**config.mk**
```make
export PLATFORM = sky130hd
export DESIGN_NAME = mem_port_arbiter
export DESIGN_NICKNAME = d
export VERILOG_FILES = /design/src/rtl/mem_port_arbiter.sv
export SDC_FILE = /design/constraint.sdc
export NUM_CORES = 1
export LEC_CHECK = 0
export BUFFER_PORTS_ARGS = -buffer_cell sky130_fd_sc_hd__buf_4
export CORE_UTILIZATION = 49
export CTS_BUF_LIST = sky130_fd_sc_hd__clkbuf_16
export DETAILED_ROUTE_END_ITERATION = 8
export GPL_TIMING_DRIVEN = 0
export PLACE_DENSITY = 0.82
export SETUP_SLACK_MARGIN = 0.3
export SLEW_MARGIN = 20
export SYNTH_ARGS = -nofsm -noshare
export SYNTH_HDL_FRONTEND = slang
export SYNTH_SLANG_ARGS = --single-unit
```
**constraint.sdc**
```tcl
create_clock -name clk -period 2.65 [get_ports clk]
set_input_delay 0.1325 -clock clk [delete_from_list [all_inputs] [get_ports clk]]
set_output_delay 0.1325 -clock clk [all_outputs]
set_load 0.02 [all_outputs]
```
**src/rtl/mem_port_arbiter.sv**
```systemverilog
// Two-port arbiter for the shared data RAM: serialises port A (CU/datapath) and
// port B (loader/debug) accesses through an IDLE -> ACC -> ACK sequence.
module mem_port_arbiter #(
    parameter int DATA_W    = 8,
    parameter int ADDR_W    = 8,
    parameter int PRIO_MODE = 0
) (
    input  logic              clk,
    input  logic              rst,
    input  logic              a_req,
    input  logic [1:0]        a_op,
    input  logic [ADDR_W-1:0] a_addr,
    input  logic [DATA_W-1:0] a_wdata,
    output logic              a_ack,
    output logic [DATA_W-1:0] a_rdata,
    output logic              a_stall,
    input  logic              b_req,
    input  logic [1:0]        b_op,
    input  logic [ADDR_W-1:0] b_addr,
    input  logic [DATA_W-1:0] b_wdata,
    output logic              b_ack,
    output logic [DATA_W-1:0] b_rdata,
    output logic              b_stall,
    output logic              mem_read,
    output logic              mem_write,
    output logic              mem_push,
    output logic              mem_pop,
    output logic [ADDR_W-1:0] mem_addr,
    output logic [DATA_W-1:0] mem_wdata,
    input  logic [DATA_W-1:0] mem_rdata,
    output logic              busy
);

    localparam logic [1:0] IDLE = 2'b00;
    localparam logic [1:0] ACC  = 2'b01;
    localparam logic [1:0] ACK  = 2'b10;

    localparam logic [1:0] OP_READ  = 2'b00;
    localparam logic [1:0] OP_WRITE = 2'b01;
    localparam logic [1:0] OP_PUSH  = 2'b10;
    localparam logic [1:0] OP_POP   = 2'b11;

    logic [1:0]        state;
    logic [1:0]        op_lat;
    logic              sel;         // 0 = port A owns the access, 1 = port B
    logic              last_grant;  // same encoding as sel
    logic              grant_a;
    logic              grant_b;
    logic [1:0]        g_op;
    logic [ADDR_W-1:0] g_addr;
    logic [DATA_W-1:0] g_wdata;

    // On a tie, round-robin hands the port to whoever did not win last time.
    always_comb begin
        grant_a = 1'b0;
        grant_b = 1'b0;
        if (a_req && b_req) begin
            if (PRIO_MODE != 0 || last_grant) begin
                grant_a = 1'b1;
            end else begin
                grant_b = 1'b1;
            end
        end else if (a_req) begin
            grant_a = 1'b1;
        end else if (b_req) begin
            grant_b = 1'b1;
        end
    end

    assign g_op    = grant_b ? b_op    : a_op;
    assign g_addr  = grant_b ? b_addr  : a_addr;
    assign g_wdata = grant_b ? b_wdata : a_wdata;

    assign a_stall = a_req & ~a_ack;
    assign b_stall = b_req & ~b_ack;

    always_ff @(posedge clk) begin
        if (rst) begin
            state      <= IDLE;
            op_lat     <= OP_READ;
            sel        <= 1'b0;
            last_grant <= 1'b1;
            busy       <= 1'b0;
            a_ack      <= 1'b0;
            b_ack      <= 1'b0;
            a_rdata    <= '0;
            b_rdata    <= '0;
            mem_read   <= 1'b0;
            mem_write  <= 1'b0;
            mem_push   <= 1'b0;
            mem_pop    <= 1'b0;
            mem_addr   <= '0;
            mem_wdata  <= '0;
        end else begin
            case (state)
                IDLE: begin
                    if (grant_a || grant_b) begin
                        sel        <= grant_b;
                        last_grant <= grant_b;
                        op_lat     <= g_op;
                        mem_addr   <= g_addr;
                        mem_wdata  <= g_wdata;
                        mem_read   <= (g_op == OP_READ);
                        mem_write  <= (g_op == OP_WRITE);
                        mem_push   <= (g_op == OP_PUSH);
                        mem_pop    <= (g_op == OP_POP);
                        busy       <= 1'b1;
                        state      <= ACC;
                    end
                end
                ACC: begin
                    // RAM answers combinationally, so capture at the closing edge of the strobe cycle.
                    if (op_lat == OP_READ || op_lat == OP_POP) begin
                        if (sel) begin
                            b_rdata <= mem_rdata;
                        end else begin
                            a_rdata <= mem_rdata;
                        end
                    end
                    mem_read  <= 1'b0;
                    mem_write <= 1'b0;
                    mem_push  <= 1'b0;
                    mem_pop   <= 1'b0;
                    a_ack     <= ~sel;
                    b_ack     <= sel;
                    state     <= ACK;
                end
                ACK: begin
                    a_ack <= 1'b0;
                    b_ack <= 1'b0;
                    busy  <= 1'b0;
                    state <= IDLE;
                end
                default: begin
                    a_ack     <= 1'b0;
                    b_ack     <= 1'b0;
                    mem_read  <= 1'b0;
                    mem_write <= 1'b0;
                    mem_push  <= 1'b0;
                    mem_pop   <= 1'b0;
                    busy      <= 1'b0;
                    state     <= IDLE;
                end
            endcase
        end
    end

endmodule

```
# ---- Yosys cells after proc, flatten, opt, wreduce, memory -nomap -nowiden
# Cells that the tools add are included.
dict set report classes {
  eq_ne 7
  muxes 24
  bitwise_logic 7
  reduce_logical 11
}
# op count
set op_table {}
lappend op_table {{two-way mux 8 bit} 2}
lappend op_table {{one-hot mux 1 bit (2 select lines)} 7}
lappend op_table {{two-way mux 1 bit} 12}
lappend op_table {{== test 2 bit, second input constant} 4}
lappend op_table {{logical NOT 2 bit} 3}
lappend op_table {{AND reduction 2 bit} 3}
lappend op_table {{AND reduction 3 bit} 2}
lappend op_table {{inverter 1 bit} 5}
lappend op_table {{== test 2 x 1 -> 1 bit, second input constant} 2}
lappend op_table {{two-way mux 2 bit} 2}
lappend op_table {{one-hot mux 2 bit (2 select lines)} 1}
lappend op_table {{AND 1 bit} 2}
lappend op_table {{logical OR 1 bit} 2}
lappend op_table {{inequality test 2 bit, second input constant} 1}
lappend op_table {{logical AND 1 bit} 1}
dict set report word_totals {
  regBits 45
  wordCells 64
}

# ---- Logic depth before layout (Yosys ltp)
dict set report depth {
  word_depth 7
  mapped_depth 6
  depth_no_buf 3
}

# ---- Worst setup path before layout
# No wires, ideal clock.
dict set report synth_path {
  kind {register to register}
  startpoint {register state[0]}
  endpoint {register b_rdata[5]}
  setup_ns 0.116
  arrival_ns 1.353
  t_required_ns 2.534
  slack_ns 1.181
  path_stages_with_launch 6
  path_buffers 2
  synth_period_minus_slack_ns 1.469
  path_cell_list {dfxtp_1 -> buf_4 -> nand2_2 -> or3_2 -> buf_2 -> a31o_2}
}
dict set report synth_via {
  elab_chain_len 2
}
# item line
set synth_lines {}
lappend synth_lines {{from (decl)} 43} ;# logic [1:0] state;
lappend synth_lines {{from (signal assigned)} 79} ;# state <= IDLE;
lappend synth_lines {{from (signal assigned)} 108} ;# state <= ACC;
lappend synth_lines {{from (signal assigned)} 126} ;# state <= ACK;
lappend synth_lines {{== test 2 x 1 -> 1 bit} 95} ;# case (state)
lappend synth_lines {{AND reduction 3 bit (no line)} -}
lappend synth_lines {{to (signal assigned)} 115} ;# b_rdata <= mem_rdata;
lappend synth_lines {{to (decl)} 22} ;# output logic [DATA_W-1:0] b_rdata,
# No other way between the ends.
# A chain may end at the register's enable or synchronous reset.

# ---- Worst setup path after layout
dict set report layout_path {
  startpoint {register state[0]}
  endpoint {register mem_addr[0]}
}
dict set report layout_via {
  elab_chain_len 2
}
# item line
set layout_lines {}
lappend layout_lines {{logical NOT 2 bit} 95}
lappend layout_lines {{AND reduction 2 bit (no line)} -}
lappend layout_lines {{to (signal assigned)} 101} ;# mem_addr <= g_addr;
lappend layout_lines {{to (decl)} 28} ;# output logic [ADDR_W-1:0] mem_addr,
# No other way between the ends.

==> out/results.ini <==
[worst_setup_path]
end_kind=register
path_class=register to register
critPathLaunchType=register
crit_arrival_ns=1.79
crit_path_max_fanout=10
slowest_stage=dfxtp_1
cpPeakStageDelay_ns=0.30
crit_path_frequent_cell=buf_4
cp_cell_sequence=buf_4, or2_2, clkbuf_1, nor2_4, buf_4, a311oi_1
critPathRequiredTime_ns=2.80

[sta]
slew_headroom=0.610
fmax_ghz=0.610
rsz0062_at_grt=false
finalClockSkew_ns=0.00554
worst_slack_ns=1.01
hold_viol_final=0
timing.final.crit_share=0.618
worstMarginPinSlew_ns=0.576
tns_ns=0
setup_viol=0
slew_violations=0
period_minus_slack_ns=1.64

[die]
io-pin-count=89
rows=22
die_w_um=66.2
start_util=0.531
die_h_um=66.2
core-area_um2=3800
dieArea_um2=4380

[global_routing]
grt_overflow=0
first_global_vias=1894
grt_max_degree=14
grt_pass1_wl_um=8550
antenna_found_initial=0
track_usage=0.259

[layout]
final_util=0.757
antennaDiodeCount=0
design_area_um2=2870
drive_gt1_frac=0.372
layout.nets=371
area_delta_synth_final_pct=42.5
nFillCells=302

[yosys]
syn_area_um2=2020
synth_top_family_by_area=compound AO/OA/AOI/OAI gates
yosysWarnings=0
synth_area_per_cell_um2=8.85
synth_fa_ha_area_frac=0
synthXorXnorAreaFrac=0.00434
async_flop_share=0
synth-simple-area-share=0.215
syn_nets=276
synth_compound_area_frac=0.215
synthCells=228
yosysSeqAreaShare=0.447
synth_seq_cells=45
synth_top_flop_cell=dfxtp_1
synth_edf_count=0
synthMuxAreaShare=0.0596
synth_cell_types=36

[clock_tree]
clk_latency_ns=0.29
root_buffer=clkbuf_16
cts_inserted_buffers=5
tritoncts=built
post-cts-setup-buffers=0
htreeDepth=2
ctsResizeCount=0
clkSinkCount=45
ctsHoldBuffers=0
path_clk_slew_ns=0.06
clk_path_buf_depth=2

[detailed_routing]
antenna_left=0
drt-initial-drc-count=96
wl_um=5340
via_per_inst=5.45
first_pass_iters=4
route.detailed.drc=0
num_vias=2021
wire_per_inst_um=14.4

[placement]
place_area_um2=2740
post-dp-hpwl_um=3900
place_congestion=0.792
io_buffers=88
dp_slack_ns=1.03

[pwr]
p_leak_nw=1.31
power_mw=1.78
power_density_nw_per_um2=618
ir_drop_v=0.000306

[outcome]
status=finished clean

[min_path]
min_path_type=primary input to register

[flow_run]
drv_cap=0

[critical path, delay by kind of cell, from the launching register on]
kind	cells	cell delay (ns)
simple gates	2	0.54
buf+inv	3	0.56
compound gates	1	0.11
flops	1	0.30
[registers in the layout (all words and copies together), names as in the netlist, 2 cells and up]
register / cells
b_rdata: 8
state: 2
mem_wdata: 8
a_rdata: 8
mem_addr: 8
op_lat: 2
[layer usage]
layer  GRT usage  wire length (um)  vias to the layer above
met4      0.0878                71                        0
li1            -                 -                     1008
met3      0.0724               435                        8
met2       0.429              2530                       82
met1       0.320              2310                      923
met5           0                 0                        -
[per-stage QoR]
step | cells | hold slack (ns)
final | 371 | 0.115
after global routing | 371 | 0.131
after CTS | 371 | 0.114
after detailed placement | 364 | 0.415
after global placement | 364 | 0.413
after floorplan | 228 | 0.286
[worst paths after layout]
check / from / end / slack [ns] / cells after the start
worst max-delay path: state[0] / mem_addr[0] / 1.01 / 6
worst min-delay path: b_addr[1] / mem_addr[1] / 0.12 / 3
worst max register to register: state[0] / mem_addr[0] / 1.01 / 6
worst min register to register: a_rdata[4] / a_rdata[4] / 0.46 / 2
[placed cells by master (no fill, tap or decap), types with 2 or more instances in the layout]
master,instances
buf_4,90
nand2_1,45
dfxtp_1,45
a21oi_1,19
a311oi_1,17
nand2b_1,12
mux2i_1,12
clkbuf_1,10
nor4_1,8
a31o_2,8
buf_2,6
nor2b_1,5
nor2_1,5
clkbuf_16,5
inv_1,4
o21ai_0,3
buf_6,2
o32ai_1,2
o21a_1,2
or2_2,2
a22o_1,2
nand3_1,2
[cell families after synthesis]
logic type / count (synthesis)
xor gates and xnor gates: 1
buffers and inverters: 24
muxes: 12
and+or+nand+nor: 87
DFF: 45
AOI/OAI and AO/OA: 59
[final cells by class]
type,instances,area (um2),share of cell area
clock inverter,2,11.3,0.00392
tap,48,60.1,0.0209
inverter,4,15.0,0.00522
buffer,20,105,0.0366
multi-input combinational,159,996,0.347
clock buffer,5,125,0.0435
sequential,45,901,0.313
timing repair buffer,88,661,0.230
[cells in the mapped netlist (3+ instances only)]
| cell | number | area (um2) |
|---|---|---|
| a21oi_1 | 19 | 95.1 |
| a311oi_1 | 17 | 149 |
| a31o_2 | 8 | 70.1 |
| buf_2 | 6 | 30.0 |
| clkbuf_1 | 10 | 37.5 |
| dfxtp_1 | 45 | 901 |
| inv_1 | 4 | 15.0 |
| mux2i_1 | 12 | 120 |
| nand2_1 | 45 | 169 |
| nand2b_1 | 12 | 75.1 |
| nor2_1 | 5 | 18.8 |
| nor2b_1 | 5 | 31.3 |
| nor4_1 | 8 | 50.1 |
| o21ai_0 | 3 | 15.0 |
[report_power, final]
part	switching, mW	total (mW)	internal [mW]	leakage [nW]
combinational	0.233	0.432	0.199	0.880
clock	0.241	0.581	0.340	0.0633
sequential	0.0313	0.763	0.732	0.370
total	0.506	1.78	1.27	1.31
(Power assumes the default switching activity.)
